**src/rtl/sd_emmc_cmd_arbiter.sv**
```systemverilog
// Round-robin arbiter sharing the SD/eMMC command path between four command sources.
// Latency: req -> mux select after 1 edge, grant after 2 edges; done/timeout pulse 1 edge after release.
// Backpressure: a grant is held until cmd_finish_i or the timeout expires; sources are not interrupted.
module sd_emmc_cmd_arbiter #(
    parameter int TIMEOUT = 65535,
    parameter int CNT_W   = 16
) (
    input  logic       sd_clk,
    input  logic       rst,
    input  logic [3:0] req_i,
    input  logic       cmd_finish_i,
    output logic [1:0] sel_mux_o,
    output logic [3:0] grant_o,
    output logic [3:0] done_o,
    output logic [3:0] timeout_o,
    output logic       busy_o
);

    typedef enum logic [1:0] {
        IDLE    = 2'd0,
        SELECT  = 2'd1,
        GRANT   = 2'd2,
        RELEASE = 2'd3
    } state_t;

    localparam logic [CNT_W-1:0] CNT_LAST = CNT_W'(TIMEOUT - 1);

    state_t           state;
    logic [CNT_W-1:0] cnt;
    logic [1:0]       last;
    logic [1:0]       winner;
    logic             found;
    logic [1:0]       idx;

    // Pick the first requester after the last granted source, wrapping around.
    always_comb begin
        winner = 2'd0;
        found  = 1'b0;
        idx    = 2'd0;
        for (int i = 1; i <= 4; i++) begin
            idx = last + 2'(i);
            if (!found && req_i[idx]) begin
                winner = idx;
                found  = 1'b1;
            end
        end
    end

    // Arbitration FSM with registered select, grant, pulses and busy.
    always_ff @(posedge sd_clk) begin
        if (rst) begin
            state     <= IDLE;
            sel_mux_o <= 2'd0;
            grant_o   <= 4'd0;
            done_o    <= 4'd0;
            timeout_o <= 4'd0;
            busy_o    <= 1'b0;
            cnt       <= '0;
            last      <= 2'd3;
        end else begin
            done_o    <= 4'd0;
            timeout_o <= 4'd0;
            case (state)
                IDLE: begin
                    if (found) begin
                        sel_mux_o <= winner;
                        busy_o    <= 1'b1;
                        state     <= SELECT;
                    end
                end
                SELECT: begin
                    // The mux register has now adopted sel_mux_o; grant only if still wanted.
                    if (req_i[sel_mux_o]) begin
                        grant_o <= 4'b0001 << sel_mux_o;
                        cnt     <= '0;
                        state   <= GRANT;
                    end else begin
                        busy_o <= 1'b0;
                        state  <= IDLE;
                    end
                end
                GRANT: begin
                    // Completion takes precedence over a coincident timeout.
                    if (cmd_finish_i) begin
                        grant_o <= 4'd0;
                        done_o  <= 4'b0001 << sel_mux_o;
                        last    <= sel_mux_o;
                        state   <= RELEASE;
                    end else if (cnt == CNT_LAST) begin
                        grant_o   <= 4'd0;
                        timeout_o <= 4'b0001 << sel_mux_o;
                        last      <= sel_mux_o;
                        state     <= RELEASE;
                    end else begin
                        cnt <= cnt + 1'b1;
                    end
                end
                RELEASE: begin
                    // Dead cycle lets the released source drop its request.
                    busy_o <= 1'b0;
                    state  <= IDLE;
                end
                default: begin
                    grant_o <= 4'd0;
                    busy_o  <= 1'b0;
                    state   <= IDLE;
                end
            endcase
        end
    end

endmodule

```
**config.mk**
```make
export PLATFORM = sky130hd
export DESIGN_NAME = sd_emmc_cmd_arbiter
export DESIGN_NICKNAME = d
export VERILOG_FILES = /design/src/rtl/sd_emmc_cmd_arbiter.sv
export SDC_FILE = /design/constraint.sdc
export NUM_CORES = 1
export LEC_CHECK = 0
export BUFFER_PORTS_ARGS = -buffer_cell sky130_fd_sc_hd__buf_2
export CAP_MARGIN = 20
export CORE_UTILIZATION = 55
export DETAILED_ROUTE_END_ITERATION = 16
export PLACE_DENSITY = 0.77
export SETUP_SLACK_MARGIN = 0.2
export SLEW_MARGIN = 20
export SYNTH_ARGS = -nofsm -noshare
export SYNTH_HDL_FRONTEND = slang
export SYNTH_SLANG_ARGS = --single-unit
```
**constraint.sdc**
```tcl
create_clock -name sd_clk -period 1.9 [get_ports sd_clk]
set_input_delay 0.38 -clock sd_clk [delete_from_list [all_inputs] [get_ports sd_clk]]
set_output_delay 0.38 -clock sd_clk [all_outputs]
set_load 0.05 [all_outputs]
```
After elaboration in Yosys (flattened, before gate mapping)
Index checks and enable logic that the tools add are counted.

Add/subtract/negate cells: 4. Magnitude comparators: 5. Equality and inequality tests: 10. Shift-type cells: 1. Muxes and demuxes: 36. Bitwise operators: 3. Reductions and logical operators: 18.

Operators by type and width (number): two-way mux 16 bit (3); case mux 16 bit (2 select lines) (1); two-way mux 2 bit (10); adder 16 x 1 -> 16 bit, second input constant (1); equality test 16 bit, second input constant (1); < comparator 2 x 3 -> 1 bit, second input constant (5); two-way mux 4 bit (3); two-way mux 1 bit (11); binary-select mux 1 bit (select 2 bit) (5); != test 2 bit, second input constant (5); case mux 2 bit (4 select lines) (1); case mux 4 bit (2 select lines) (1); AND reduction 2 bit (3); AND reduction 3 bit (2); adder 2 bit, second input constant (2); equality test 2 bit, second input constant (2); AND reduction 4 bit (1); nonzero test 2 bit (2); OR reduction 4 bit (1); << shifter 1 x 2 -> 4 bit, first input constant (1); logical AND 1 bit (3); logical NOT 1 bit (3); != test 3 bit, second input constant (1); inverter 1 bit (3); other kinds (6) (6).

Bits in registers: 35. Output and inout bits: 15.

Longest topological paths before layout
Depth in word-level cells: 15. Mapped depth: 7. Gate-level depth less buffers: 7.

Least setup slack after synthesis
Ideal clock, no wire load.

Path kind: register to register. From: register sel_mux_o[1]. To: register cnt[0]. Library setup time: 87 ps. Arrival: 1855 ps. Required time: 1813 ps. Path slack: -42 ps. Stages on the path, launching flop included: 7. Buffers on the path: 1. Clock period less this slack: 1942 ps. Cells stage by stage: dfxtp_1 -> mux4_2 -> nand3b_1 -> nor2b_1 -> clkbuf_1 -> nand3_1 -> o31ai_1.

Cells in the longest elaborated chain, start to end: 4.

Ends and longest elaborated chain: start: declaration (RTL line 12) `output logic [1:0] sel_mux_o,`; start signal: assignment (RTL line 66) `sel_mux_o <= winner;`; binary-select mux 1 bit (select 2 bit) (RTL line 73) `if (req_i[sel_mux_o]) begin`; two-way mux 1 bit (not written as such) (RTL line 73); != test 2 bit (no line); AND reduction 4 bit (no line); end signal: assignment (RTL line 95) `cnt <= cnt + 1'b1;`; end: declaration (RTL line 29) `logic [CNT_W-1:0] cnt;`.

No other way between the ends. The select of a mux whose other input is x is not followed. A chain may end at the register's enable or synchronous reset.

Final worst setup path
From: register cnt[0]. To: register cnt[2].

Cells in the longest elaborated chain, start to end: 4.

Ends and longest elaborated chain: adder 16 x 1 -> 16 bit (RTL line 95); two-way mux 16 bit (RTL line 89) `end else if (cnt == CNT_LAST) begin`; two-way mux 16 bit (RTL line 84) `if (cmd_finish_i) begin`; case mux 16 bit (2 select lines) (RTL line 63) `case (state)`.

Parallel ways exist; a longest one is shown, timed or not. The select of a mux whose other input is x is not followed.

==> load_flow_metrics.sql <==
INSERT INTO impl_metrics (metric_group, metric, value, unit) VALUES
('status', 'outcome', 'completed', ''),
('yosys', 'synth-xor-area-share', '0.0664', ''),
('global_routing', 'grt-ovfl-total', '0', ''),
('pwr', 'net-switching-power', '0.427', 'mW'),
('worst_setup_path', 'worstSetupPathType', 'reg2reg', ''),
('yosys', 'ys_seq_area_frac', '0.442', ''),
('clocking', 'cts.path.max_buffers', '2', ''),
('pwr', 'power.share.combinational', '0.138', ''),
('yosys', 'synth-edff-count', '0', ''),
('route', 'route.final.wire_length', '3280', 'um'),
('cells_and_area', 'layout.nets', '220', ''),
('sta', 'fmax', '0.610', 'GHz'),
('sta', 'final_max_slew_viol_count', '0', ''),
('clocking', 'clock_tree_from_tritoncts', 'yes', ''),
('global_routing', 'grt_first_pass_wirelength', '5480', 'um'),
('clocking', 'clockRootBuffer', 'sky130_fd_sc_hd__clkbuf_4', ''),
('cells_and_area', 'post_route_cells_drive_above_1_share', '0.307', ''),
('yosys', 'compound_gate_fraction_of_synth_area', '0.127', ''),
('yosys', 'asyncSetResetFlopFracSynth', '0', ''),
('global_routing', 'antenna_found_initial', '0', ''),
('yosys', 'muxShareOfSynthArea', '0.0269', ''),
('yosys', 'ys_ff_latch', '35', ''),
('cells_and_area', 'fillers', '226', ''),
('min_path', 'min_path_type', 'in2reg', ''),
('sta', 'max_slew_margin', '0.678', ''),
('yosys', 'synth_area', '0.00158', 'sq mm'),
('floorplanning', 'coreArea', '0.00273', 'sq mm'),
('sta', 'period_share', '0.864', ''),
('global_routing', 'grt.total_usage', '0.225', ''),
('floorplanning', 'design.portCount', '22', ''),
('cells_and_area', 'antenna-diode-count', '0', ''),
('cells_and_area', 'layout.cells.most_common', 'sky130_fd_sc_hd__nor2_1', ''),
('clocking', 'clkSlewWorstSetupHoldPaths', '0.12', 'ns'),
('floorplanning', 'dieWidth', '55.7', 'um'),
('yosys', 'post_synth_num_cell_types', '41', ''),
('floorplanning', 'placementRows', '19', ''),
('global_routing', 'grt_start_max_net_pins', '17', ''),
('route', 'routed_via_density', '5.72', ''),
('pwr', 'irDropWorstVdd', '0.000745', 'V'),
('route', 'dr.first_iter.drc_count', '26', ''),
('worst_setup_path', 'r2r_cells', '9', ''),
('yosys', 'synth_ff_type', 'sky130_fd_sc_hd__dfxtp_1', ''),
('yosys', 'synth_top_family_by_area', 'simple AND/OR/NAND/NOR gates', ''),
('route', 'detailroute.via_count', '1390', ''),
('clocking', 'cts-buffers-inserted', '5', ''),
('sta', 'finalSetupViolations', '0', ''),
('yosys', 'synth-simple-area-share', '0.293', ''),
('global_routing', 'grt_pass1_vias', '1335', ''),
('sta', 'grt_setup_unrepaired', 'true', ''),
('cells_and_area', 'finish.cell_count_without_fillers', '243', ''),
('sta', 'timing.final.hold_violations', '0', ''),
('worst_setup_path', 'worst_path_max_delay_cell', 'sky130_fd_sc_hd__dfxtp_2', ''),
('pwr', 'powerDensity', '732', 'mW/mm^2'),
('pwr', 'p_leak', '0.754', 'nW'),
('worst_setup_path', 'critical_path.cell_chain', 'inv_2 -> ha_4 -> and3_4 -> nand4_1 -> buf_4 -> buf_4 -> o211ai_1 -> xor2_1 -> nor2_1', ''),
('cells_and_area', 'area_growth_syn_to_layout', '20.6', '%'),
('sta', 'worst_pin_slew', '0.480', 'ns'),
('floorplanning', 'start_util', '0.579', ''),
('sta', 'skew', '0.00500', 'ns'),
('global_routing', 'global_route.usage.met1', '0.247', ''),
('route', 'route.detailed.drc', '0', ''),
('floorplanning', 'dieHeight', '55.7', 'um'),
('route', 'drt_pass1_iterations', '4', ''),
('worst_setup_path', 'startpoint_type', 'flip-flop', ''),
('clocking', 'clk-insertion-delay-late', '0.35', 'ns'),
('worst_setup_path', 'crit_path_max_fanout', '6', ''),
('pwr', 'power_switching_share', '0.306', ''),
('sta', 'finalSetupTns', '0', 'ns'),
('sta', 'final_period_minus_worst_setup_slack', '1.64', 'ns'),
('worst_setup_path', 'path_common_cell', 'sky130_fd_sc_hd__buf_4', ''),
('clocking', 'cts_num_sinks', '35', '');
-- layout make-up --
cell class | count | area, sq um | share of cell area
Multi-Input combinational cell | 134 | 897 | 0.470
Sequential cell | 35 | 714 | 0.374
Timing Repair Buffer | 32 | 188 | 0.0982
Tap cell | 31 | 38.8 | 0.0203
Clock buffer | 5 | 37.5 | 0.0196
Clock inverter | 3 | 23.8 | 0.0124
Inverter | 3 | 11.3 | 0.00589
-- registers in the layout, summed over array words and instances (netlist names), named ones only --
name / cells
timeout_o: 4
last: 2
state: 1
cnt: 16
grant_o: 4
sel_mux_o: 2
done_o: 4
busy_o: 1
-- repair_timing --
action,CTS,global route
hold buffers,0,0
setup buffers,0,4
pin swaps,1,12
cloned,0,0
setup endpoints to repair,14,22
gates resized for setup,5,18
-- logic make-up (layout without fill, tap and decap cells) --
family | count (synthesis) | after routing
AOI/OAI and AO/OA | 30 | 30
xor gates and xnor gates | 12 | 12
adders and majority gates | 2 | 2
buffers and inverters | 10 | 43
DFF | 35 | 35
muxes | 3 | 3
and+or+nand+nor | 87 | 87
-- synth_stat cells, types with 2 or more instances --
cell type                  instances
sky130_fd_sc_hd__inv_1             3
sky130_fd_sc_hd__o21a_1            2
sky130_fd_sc_hd__and3_1            2
sky130_fd_sc_hd__nor4_1            2
sky130_fd_sc_hd__o21ai_2           2
sky130_fd_sc_hd__o211ai_1          2
sky130_fd_sc_hd__xor2_1           12
sky130_fd_sc_hd__nand4_1           3
sky130_fd_sc_hd__ha_1              2
sky130_fd_sc_hd__nor2b_1           6
sky130_fd_sc_hd__mux2i_1           2
sky130_fd_sc_hd__dfxtp_1          35
sky130_fd_sc_hd__nor2_1           34
sky130_fd_sc_hd__nor3_1            6
sky130_fd_sc_hd__nand3_1           7
sky130_fd_sc_hd__a32o_1            4
sky130_fd_sc_hd__nand3b_1          3
sky130_fd_sc_hd__a21oi_1           7
sky130_fd_sc_hd__nand2b_1          5
sky130_fd_sc_hd__o31ai_1           2
sky130_fd_sc_hd__nand2_1           8
sky130_fd_sc_hd__o21ai_0           7
sky130_fd_sc_hd__clkbuf_1          5
-- routing by layer --
metal	wire length, um	vias to the layer above
met2	1710	29
li1	-	688
met3	133	10
met5	0	-
met4	99	0
met1	1340	663
-- stage by stage --
step                setup slack (ns)  hold WS (ns)  utilization  total power [mW]  instance area [sq um]
global route                   0.182         0.372        0.699              1.46                   1910
detailed placement          0.000317         0.487        0.641             0.977                   1750
floorplan                      0.226         0.458            -             0.932                   1590
global placement              0.0564         0.473        0.641             0.972                   1750
finish                         0.259         0.363        0.699              1.40                   1910
CTS                            0.166         0.357        0.670              1.40                   1830
-- worst max-delay path: cells and delay by family (launching register included) --
kind / cells / cell delay, ns
compound gates: 1 / 0.22
xor+xnor: 1 / 0.16
fa+ha+maj: 1 / 0.11
buf+inv: 3 / 0.38
flops: 1 / 0.34
simple gates: 3 / 0.32
-- power groups by stage --
stage                     Sequential [mW]  Clock (mW)  Combinational, mW
after detailed placement            0.800           0              0.177
final                               0.782       0.424              0.192
after CTS                           0.785       0.431              0.182
after floorplan                     0.831           0              0.101
after global routing                0.786       0.465              0.209
after global placement              0.800           0              0.172
-- path summary, 6_finish.rpt --
kind	startpoint	end	slack, ns
max	cnt[0]	cnt[2]	0.26
min	rst	sel_mux_o[1]	0.36
max reg2reg	cnt[0]	cnt[2]	0.26
min reg2reg	busy_o	busy_o	0.51
(Power assumes the default switching activity.)
